===== config.mk =====
export PLATFORM = sky130hd
export DESIGN_NAME = pc_sequencer
export DESIGN_NICKNAME = d
export VERILOG_FILES = /design/src/rtl/pc_sequencer.sv
export SDC_FILE = /design/constraint.sdc
export NUM_CORES = 1
export LEC_CHECK = 0
export ABC_AREA = 1
export BUFFER_PORTS_ARGS = -buffer_cell sky130_fd_sc_hd__buf_4
export CELL_PAD_IN_SITES_DETAIL_PLACEMENT = 1
export CELL_PAD_IN_SITES_GLOBAL_PLACEMENT = 2
export CORE_MARGIN = 2
export CORE_UTILIZATION = 34
export CTS_CLUSTER_SIZE = 12
export DETAILED_ROUTE_END_ITERATION = 8
export PLACE_DENSITY = 0.86
export SLEW_MARGIN = 20
export SYNTH_ARGS = -nofsm -noshare
export SYNTH_HDL_FRONTEND = slang
export SYNTH_SLANG_ARGS = --single-unit

===== constraint.sdc =====
create_clock -name clock_i -period 2.3 [get_ports clock_i]
set_clock_uncertainty 0.05 [all_clocks]
set_input_delay 0.46 -clock clock_i [delete_from_list [all_inputs] [get_ports clock_i]]
set_output_delay 0.46 -clock clock_i [all_outputs]
set_load 0.01 [all_outputs]

===== src/rtl/pc_sequencer.sv =====
// pc_sequencer: per-retired-instruction PC sequencing with a return-address stack.
// Ports:
//   clock_i, reset_n_i         clock, asynchronous active-low reset
//   pc_i                       address of the retiring instruction
//   instr_done_i               one-cycle retire pulse; op_*, zero_flag_i, target_i valid with it
//   stall_i                    downstream not ready; holds back pc_step_o
//   op_*_i, zero_flag_i        decoded control-flow class and ALU zero flag
//   target_i                   branch/call destination
//   pc_step_o, jump_o          one-cycle PC update strobe; load (1) or increment (0)
//   jump_data_o                load value, valid with pc_step_o && jump_o
//   halted_o, stack_fault_o    sticky terminal status
//   depth_o                    return-address stack occupancy
module pc_sequencer #(
    parameter int STACK_DEPTH = 4,
    parameter int ADDR_WIDTH  = 8
) (
    input  logic                  clock_i,
    input  logic                  reset_n_i,
    input  logic [ADDR_WIDTH-1:0] pc_i,
    input  logic                  instr_done_i,
    input  logic                  stall_i,
    input  logic                  op_jump_i,
    input  logic                  op_beq_i,
    input  logic                  op_call_i,
    input  logic                  op_ret_i,
    input  logic                  op_halt_i,
    input  logic                  zero_flag_i,
    input  logic [ADDR_WIDTH-1:0] target_i,
    output logic                  pc_step_o,
    output logic                  jump_o,
    output logic [ADDR_WIDTH-1:0] jump_data_o,
    output logic                  halted_o,
    output logic                  stack_fault_o,
    output logic [2:0]            depth_o
);
    typedef enum logic [2:0] {BOOT, RUN, HOLD, HALT, FAULT} state_e;
    state_e                state_q;
    logic                  pc_step_q, jump_q, halted_q, fault_q, pend_jump_q;
    logic [ADDR_WIDTH-1:0] jump_data_q, pend_data_q;
    logic [2:0]            depth_q;
    // Sized for the largest legal depth so a 3-bit occupancy indexes it directly.
    logic [ADDR_WIDTH-1:0] stack_q [8];
    logic                  retire, full, empty, fault_d, push_d, pop_d, jump_d;
    logic [ADDR_WIDTH-1:0] data_d;
    logic [2:0]            depth_d;

    always_comb begin
        retire  = state_q == RUN && instr_done_i;
        full    = depth_q == 3'(STACK_DEPTH);
        empty   = depth_q == 3'd0;
        // Halt outranks everything; ret outranks call, so a ret decides the fault alone.
        fault_d = !op_halt_i && (op_ret_i ? empty : op_call_i && full);
        pop_d   = !op_halt_i && op_ret_i && !empty;
        push_d  = !op_halt_i && !op_ret_i && op_call_i && !full;
        jump_d  = op_ret_i || op_call_i || op_jump_i || (op_beq_i && zero_flag_i);
        data_d  = op_ret_i ? stack_q[depth_q - 3'd1] : target_i;
        depth_d = push_d ? depth_q + 3'd1 : pop_d ? depth_q - 3'd1 : depth_q;
    end

    // Stack contents need no reset; only occupancy is architecturally visible.
    always_ff @(posedge clock_i) begin
        if (retire && push_d) stack_q[depth_q] <= pc_i + ADDR_WIDTH'(1);
    end

    always_ff @(posedge clock_i or negedge reset_n_i) begin
        if (!reset_n_i) begin
            state_q     <= BOOT;
            pc_step_q   <= 1'b0;
            jump_q      <= 1'b0;
            jump_data_q <= '0;
            halted_q    <= 1'b0;
            fault_q     <= 1'b0;
            depth_q     <= 3'd0;
            pend_jump_q <= 1'b0;
            pend_data_q <= '0;
        end else begin
            pc_step_q <= 1'b0;
            jump_q    <= 1'b0;
            case (state_q)
                BOOT: if (!stall_i) begin
                    pc_step_q   <= 1'b1;
                    jump_q      <= 1'b1;
                    jump_data_q <= '0;
                    state_q     <= RUN;
                end
                RUN: if (instr_done_i) begin
                    if (op_halt_i) begin
                        halted_q <= 1'b1;
                        state_q  <= HALT;
                    end else if (fault_d) begin
                        fault_q <= 1'b1;
                        state_q <= FAULT;
                    end else begin
                        // Stack and depth commit at retire, independent of when the step issues.
                        depth_q     <= depth_d;
                        pend_jump_q <= jump_d;
                        pend_data_q <= data_d;
                        if (stall_i) begin
                            state_q <= HOLD;
                        end else begin
                            pc_step_q <= 1'b1;
                            jump_q    <= jump_d;
                            if (jump_d) jump_data_q <= data_d;
                        end
                    end
                end
                HOLD: if (!stall_i) begin
                    pc_step_q <= 1'b1;
                    jump_q    <= pend_jump_q;
                    if (pend_jump_q) jump_data_q <= pend_data_q;
                    state_q   <= RUN;
                end
                default: ;
            endcase
        end
    end

    assign pc_step_o     = pc_step_q;
    assign jump_o        = jump_q;
    assign jump_data_o   = jump_data_q;
    assign halted_o      = halted_q;
    assign stack_fault_o = fault_q;
    assign depth_o       = depth_q;
endmodule


# Yosys cells after proc, flatten, opt, wreduce, memory -nomap -nowiden

Memories as Yosys holds them, arrays and structs flattened.
Index checks and enable logic that the tools add are counted.

Shift-type cells: 0
$add $sub $neg: 3
Order comparisons: 0
Equality and inequality tests: 13
Mux-type cells: 32
Reductions and logical operators: 29
Divide/modulo/power cells: 0
Bitwise gates (word level): 2
Multiply operators: 0

Operators with widths:

| cell                                                | number |
|---|---|
| 2-to-1 mux 8 bit                                    | 9 |
| case mux 8 bit (3 select lines)                     | 1 |
| 2-to-1 mux 3 bit                                    | 7 |
| inequality test 2 bit, second input constant        | 9 |
| 2-to-1 mux 1 bit                                    | 12 |
| AND reduction 4 bit                                 | 3 |
| logical AND 1 bit                                   | 10 |
| AND reduction 9 bit                                 | 1 |
| adder 8 x 1 -> 8 bit, second input constant         | 1 |
| zero test 3 bit                                     | 2 |
| case mux 3 bit (2 select lines)                     | 1 |
| AND reduction 5 bit                                 | 1 |
| zero test 1 bit                                     | 4 |
| inequality test 4 bit, second input constant        | 1 |
| nonzero test 2 bit                                  | 2 |
| adder 3 x 1 -> 3 bit, second input constant         | 1 |
| equality test 3 x 1 -> 1 bit, second input constant | 1 |
| equality test 3 x 2 -> 1 bit, second input constant | 1 |
| equality test 3 bit, second input constant          | 1 |
| logical OR 1 bit                                    | 3 |
| case mux 1 bit (3 select lines)                     | 1 |
| AND reduction 3 bit                                 | 1 |
| nonzero test 3 bit                                  | 1 |
| subtractor 3 x 1 -> 3 bit, second input constant    | 1 |
| 3 further kinds                                     | 4 |

Register bits: 27
Logic and storage cells: 89
ROM bits: 0
Memories: 1
Memory bits (writable): 64
Bits of input ports: 26
Output and inout bits: 15
Latch bits: 0

Memories:

| name    | words | bits a word | rd ports | clocked after Yosys merged registers in | write ports | line | RTL |
|---|---|---|---|---|---|---|---|
| stack_q | 8     | 8           | 1        | 0                                       | 1           | 42   | `logic [ADDR_WIDTH-1:0] stack_q [8];` |

# Depth between registers and ports, before layout

Gate-level depths: netlist of run 1.

Depth after elaboration: 9
Depth in mapped cells: 13
Gate-level depth less buffers: 9

# Worst setup path before layout of run 1

Ideal clock, no wire load.

Path kind: reg-to-reg
From: reg depth_q[0] (netlist: depth_o[0])
To: mem stack_q[1][0] (enable)
Setup time: 383 ps
Buffers on the path: 2
Arrival: 2004 ps
Stages on the path, launching flop included: 10
Period minus slack after synthesis: 2437 ps
Path slack: -137 ps
Data required time: 1867 ps
Cells stage by stage: dfrtp_1 -> buf_6 -> inv_4 -> buf_6 -> ha_1 -> nand2_1 -> nand4_4 -> nor2_4 -> nand2_2 -> nor3_1

Longest elaborated chain between the ends: 6

RTL lines:

| element                                | line | RTL |
|---|---|---|
| from (decl)                            | 40   | `logic [2:0] depth_q;` |
| from (signal assigned)                 | 95   | `depth_q <= depth_d;` |
| equality test 3 bit                    | 49   | `full = depth_q == 3'(STACK_DEPTH);` |
| zero test 1 bit                        | 54   | `push_d = !op_halt_i && !op_ret_i && op_call_i && !full;` |
| logical AND 1 bit                      | 54   |  |
| logical AND 1 bit                      | 62   | `if (retire && push_d) stack_q[depth_q] <= pc_i + ADDR_WIDTH'(1);` |
| 2-to-1 mux 1 bit                       | 62   |  |
| 2-to-1 mux 1 bit (implied by the code) | 62   |  |
| to (decl)                              | 42   |  |

Parallel ways exist; a longest one is shown, timed or not.

# Final worst setup path of run 1

From: reg depth_q[1] (netlist: depth_o[1])
To: mem stack_q[5][7] (enable)

Same word-level chain as after synthesis.

==> run metrics, run 1 <==
Chip Width 119 um; Final Hold Vio Count 0; library cells used by synthesis 36; Slowest cell on crit path dfrtp_1; clk buf depth 2; yosys warns 0; critical path startpoint category register; worst skew pair latency 0.35 ns; H-tree depth 3; maxcap violations 0; CP required 2.31 ns; vias post-DR 3,187; synth-to-layout area growth 18.4%; worst path cell trace inv_1 -> ha_1 -> nand2_1 -> nand4_4 -> nor2_4 -> nand2_2 -> nor3_1 -> buf_4; RSZ-0062 raised after global routing false; CP Capture Type register; initial DRC count 183; status finished, final reports clean; Antenna Nets Post-Route 0; dominant synthesized flop cell edfxtp_1; total track usage 16.7%; ant diodes 0; die height 119 um; Async S/R FF share, synth 29.7%; Hold Slack 0.278 ns; Leakage 2.41 nW; I/O Pins 41; min Tclk post-route 2.03 ns; row count 42; synth top area cells edfxtp_1, dfrtp_1, nand2_1; Final Slew Violations 0; HP Class in2reg; TNS Setup 0 ns; first-pass GRT wire length 18,100 um; Max Fanout on Critical Path 8; clock sinks 91; initial cell density of the core 34.5%; Port Buf Inserts 40; synthesized flop and latch total 91; WL per Instance 15.5 um; largest net degree at the start of global routing 36; critical path's largest stage delay 0.35 ns; die area 0.0143 mm2; final net count 552; number of antenna violations at the first check in global routing 0; f_max 0.492 GHz; Post-Syn Area 0.00453 mm2; PwrDens 630 mW/mm2; Syn Inst Count 464; TritonCTS clock tree yes; Syn Area/Cell 9.77 um2; post-CTS setup repair buffer count 0; CTS root buf clkbuf_16; Synth area leader edfxtp_1; Tightest Pin Transition 0.414 ns; worst vdd rail ir drop 0.333 mV; FILL cells 1,509; Synth top area share 42.4%; global route overflow 0; share of layout cells above drive strength 1 25.1%; net count after synthesis 494; Critical Path AT 2.05 ns; final setup vio count 0; fin crit share 88.4%; CTS Buf Count 9; Core ar. 0.0131 mm2; top post-synthesis cells by count nand2_1, edfxtp_1, inv_1, nand3_1, dfrtp_1; Post-Route WL 10,900 um; detailed-route DRC error count 0; Final Util 40.9%; TritonRoute pass-1 iters 5; Via-to-Cell Ratio 4.54; hpwl dp 8010 um; Post-synth EDFFs 64; global placement routability congestion 0.836; Clock transition at path regs 0.07 ns; WS Path Type reg2reg; vias in the first global route 3,389; Seq/Total Area, Yosys 57.3%; worst relative slew slack 72.3%; count leader, synth nand2_1
-- critical path, delay by kind of cell (launching register included) --
kind | cells | cell delay, ns
simple gates | 5 | 0.74
flops | 1 | 0.35
buf+inv | 2 | 0.34
fa+ha+maj | 1 | 0.26
-- path summary, 6_finish.rpt --
path	slack, ns	end	start	cells past startpoint
min reg2reg	0.43	stack_fault_o	stack_fault_o	2
max	0.27	stack_q[5][7]	depth_o[1]	8
max in group asynchronous	1.40	jump_data_o[1]	reset_n_i	2
min	0.28	pc_step_o	stall_i	2
max reg2reg	0.27	stack_q[5][7]	depth_o[1]	8
min in group asynchronous	0.52	pend_data_q[7]	reset_n_i	2
-- flip-flops by register name (all words and copies together) (netlist names), 3 cells and up --
register	flops
stack_q	64
jump_data_o	8
pend_data_q	8
depth_o	3
state_q	3
-- placed cells by master (no fill, tap or decap) --
cell / n
a211oi_1: 1
a21oi_1: 3
a21oi_2: 8
buf_4: 61
bufinv_16: 1
clkbuf_16: 9
clkinv_1: 1
clkinv_2: 2
clkinv_4: 2
dfrtp_1: 27
dlygate4sd3_1: 1
edfxtp_1: 64
ha_1: 4
inv_1: 63
inv_2: 3
inv_4: 3
inv_6: 2
inv_8: 1
nand2_1: 131
nand2_2: 9
nand2_4: 1
nand3_1: 52
nand3_2: 4
nand3_4: 1
nand4_1: 2
nand4_2: 1
nand4_4: 1
nor2_1: 22
nor2_2: 12
nor2_4: 1
nor3_1: 8
o21ai_0: 5
o21ai_2: 8
o21bai_1: 1
xnor2_1: 4
xnor2_2: 1
xor2_1: 5
xor2_4: 1
-- power breakdown --
part           switching, mW  internal, mW
combinational         0.0956        0.0601
sequential           0.00174          1.77
clock                  0.617         0.837
total                  0.714          2.67
-- through the flow --
stage / cell area (um2) / power (mW) / setup WS [ns] / instances
global placement: 5070 / 1.96 / 0.360 / 686
detailed placement: 5070 / 1.97 / 0.251 / 686
floorplan: 4530 / 1.87 / -0.137 / 464
CTS: 5370 / 3.43 / 0.232 / 702
global route: 5370 / 3.50 / 0.136 / 702
finish: 5370 / 3.38 / 0.267 / 702
-- layer usage --
layer	up-vias	global-route usage, %	wire length [um]
met4	0	5.66	238
met5	-	0	0
met3	16	4.02	475
li1	1600	-	-
met2	70	28.4	5370
met1	1501	20.8	4780
-- cell type report --
type	count	area (um2)	share of cell area [%]
flip-flops and latches	91	2600	48.4
multi-input cells	286	1500	27.9
repair buffers	62	468	8.72
inverters	72	292	5.43
clock buffers	9	225	4.20
well taps	176	220	4.10
clock inverters	6	65.1	1.21
-- cells by family after synthesis --
| family | count (synthesis) | share of synthesized area, % |
|---|---|---|
| flip-flops | 91 | 57.3 |
| XOR/XNOR | 11 | 2.71 |
| AND/OR/NAND/NOR | 245 | 25.0 |
| adder cells (fa/ha/maj) | 4 | 1.10 |
| AO/OA/AOI/OAI | 26 | 4.31 |
| buffers and inverters | 87 | 9.58 |
-- timing repair --
action                    CTS  global route
gates resized for setup     0             0
hold endpoints to repair   27             0
hold buffers                1             0
(Power assumes the default switching activity.)
==> inputs of run 2 (changes only) <==
--- a/config.mk
+++ b/config.mk
@@ -5,15 +5,14 @@
 export SDC_FILE = /design/constraint.sdc
 export NUM_CORES = 1
 export LEC_CHECK = 0
-export ABC_AREA = 1
 export BUFFER_PORTS_ARGS = -buffer_cell sky130_fd_sc_hd__buf_4
 export CELL_PAD_IN_SITES_DETAIL_PLACEMENT = 1
 export CELL_PAD_IN_SITES_GLOBAL_PLACEMENT = 2
 export CORE_MARGIN = 2
-export CORE_UTILIZATION = 34
+export CORE_UTILIZATION = 38
 export CTS_CLUSTER_SIZE = 12
 export DETAILED_ROUTE_END_ITERATION = 8
-export PLACE_DENSITY = 0.86
+export PLACE_DENSITY = 0.87
 export SLEW_MARGIN = 20
 export SYNTH_ARGS = -nofsm -noshare
 export SYNTH_HDL_FRONTEND = slang
==> run metrics, run 2 <==
top post-synthesis cells by count edfxtp_1, dfrtp_1, mux2i_1, nand2_1; Post-synth EDFFs 64 (unchanged); Critical Path AT 2.54 ns (+0.49 ns); H-tree depth 3 (unchanged); total chip power 5.84 mW (+72%); ant diodes 0 (unchanged); synth top area cells edfxtp_1, dfrtp_1, mux2i_1; maxcap violations 0 (unchanged); dominant synthesized flop cell edfxtp_1; Core ar. 0.0107 mm2 (-18%); Psw 2.01 mW (+180%); HP Class in2reg; Clock transition at path regs 0.09 ns (+0.02 ns); initial cell density of the core 38.7% (+4.2 points); first-pass GRT wire length 15,700 um (-13%); Port Buf Inserts 40 (unchanged); CTS Buf Count 9 (unchanged); Combinational Power Share 45.6% (+41 points); vias in the first global route 2,873 (-15%); largest net degree at the start of global routing 28 (-22%); worst vdd rail ir drop 0.386 mV (+16%); total track usage 18.1% (+1.4 points); synthesized flop and latch total 91 (unchanged); worst relative slew slack 51.1% (-21 points); Clk pwr share 18.1% (-25 points); synth-to-layout area growth 23.2%; hpwl dp 7040 um (-12%); TritonCTS clock tree yes; RSZ-0062 raised after global routing true; CTS root buf clkbuf_8; detailed-route DRC error count 0 (unchanged); clock sinks 91 (unchanged); status finished, violations left; Max Fanout on Critical Path 7 (-1); Leakage 2.02 nW (-16%); Post-Syn Area 0.00415 mm2 (-8.3%); max reg flops 64 (unchanged); worst skew pair latency 0.37 ns (+0.02 ns); critical path startpoint category register; failing checks setup timing; TritonRoute pass-1 iters 4 (-1); row count 38 (-9.5%); I/O Pins 41 (unchanged); WL per Instance 19.4 um (+25%); Sequential Power Share 36.3% (-16 points); clk buf depth 2 (unchanged); commonest non-fill, non-tap cell in the layout buf_4; Seq/Total Area, Yosys 62.5% (+5.2 points); final setup vio count 4 (+4); Final Cell Area 0.00512 mm2 (-4.7%); Final Hold Vio Count 0 (unchanged); library cells used by synthesis 43 (+19%); Antenna Nets Post-Route 0 (unchanged); Chip Width 109 um (-9.1%); Async S/R FF share, synth 29.7% (unchanged); fin crit share 101% (+13 points); global route overflow 0 (unchanged); share of layout cells above drive strength 1 33.7% (+8.6 points); global placement routability congestion 0.794 (-5.0%); CP required 2.51 ns (+0.20 ns); CP Capture Type register; Hold Slack 0.225 ns (-0.0535 ns); die area 0.0118 mm2 (-17%); number of antenna violations at the first check in global routing 0 (unchanged); yosys warns 0 (unchanged); setup ws final -0.0269 ns (-0.294 ns); Synth top area share 46.3% (+3.9 points); Syn Area/Cell 14.3 um2 (+46%); Post-Route WL 9840 um (-9.5%); PwrDens 1140 mW/mm2 (+81%); count leader, synth edfxtp_1; Final Slew Violations 0 (unchanged); die height 109 um (-9.1%); most frequent cells in the layout buf_4, edfxtp_1, dfrtp_1; Int Power 3.82 mW (+43%); Sw Share 34.5% (+13 points); Post-DP Area 0.00478 mm2 (-5.7%); Tightest Pin Transition 0.714 ns (+0.301 ns); net count after synthesis 321 (-35%); initial DRC count 114 (-38%); Biggest register stack_q; f_max 0.430 GHz (-13%); Syn Inst Count 291 (-37%); Via-to-Cell Ratio 5.27 (+16%); final net count 393 (-29%); min Tclk post-route 2.33 ns (+0.294 ns); vias post-DR 2,678 (-16%); Synth area leader edfxtp_1; WS Path Type reg2reg
==> run 2: cell types whose count changed in the layout (fill, tap and decap cells not counted), moves of 9 or more <==
cell / change
nand3_1: -50
clkbuf_8: +9
nor2_2: -12
inv_1: -50
mux2i_1: +18
mux2_4: +9
a21oi_1: +9
clkbuf_16: -9
nand2_1: -113
nand2_2: -9
==> run 2: logic make-up after synthesis <==
kind of cell / Yosys count / share of synthesized area [%]
DFF: 91 / 62.5
and+or+nand+nor: 68 / 8.34
AOI/OAI and AO/OA: 50 / 9.25
muxes: 41 / 13.5
buffers and inverters: 27 / 2.92
xor gates and xnor gates: 10 / 2.29
adders and majority gates: 4 / 1.20
==> run 2: worst paths after layout <==
path                                 start             end  slack [ns]  cells past startpoint
max in group asynchronous        reset_n_i  pend_data_q[6]        1.45                      2
worst min-delay path               stall_i       pc_step_o        0.22                      2
worst max-delay path            depth_o[1]  pend_data_q[5]       -0.03                      7
worst max register to register  depth_o[1]  pend_data_q[5]       -0.03                      7
min in group asynchronous        reset_n_i  jump_data_o[6]        0.49                      2
worst min register to register    halted_o        halted_o        0.43                      1
==> run 2: timing repair <==
item                       CTS  global route
hold buffers                 1             0
buffers inserted             6             3
hold endpoints to repair    27             0
pin swaps                    1             5
resized for setup            5             6
setup endpoints to repair   15            16
==> run 2: cell type report <==
type                    count  area, um2
clock buffers               9        124
clock inverters             7       68.8
fillers                  1132       5630
inverters                  15       56.3
multi-input cells         173       1520
flip-flops and latches     91       2600
well taps                 140        175
repair buffers             73        578
==> run 2: metal layers <==
layer	vias to the layer above	global-route usage [%]	wire length, um
li1	1262	-	-
met1	1358	22.7	4190
met2	49	31.4	5160
met3	9	3.68	364
met4	0	5.68	123
met5	-	0	0
==> run 2: power by group through the flow <==
stage	combinational, mW	clock [mW]	sequential [mW]
2_1_floorplan	1.66	0	2.16
3_3_place_gp	2.22	0	2.14
3_5_place_dp	2.31	0	2.15
4_1_cts	2.57	1.09	2.12
5_1_grt	2.87	1.14	2.15
6_report	2.66	1.06	2.12
==> run 2: critical path, cell delays in order (launching register included) <==
cell	delay (ns)
dfrtp_1	0.40
inv_2	0.07
ha_4	0.32
buf_8	0.15
mux2_4	0.30
mux4_2	0.53
a2111oi_4	0.33
nor2_1	0.07
==> run 2: metrics by stage <==
step | utilization, % | setup slack (ns) | TNS (ns) | cells
5_1_grt | 47.6 | -0.0954 | -0.821 | 508
3_5_place_dp | 44.5 | -0.0735 | -0.333 | 482
2_1_floorplan | - | -0.161 | -0.964 | 291
6_report | 47.6 | -0.0269 | -0.0660 | 508
4_1_cts | 47.1 | 0.00586 | 0 | 505
3_3_place_gp | 44.5 | 0.0213 | 0 | 482
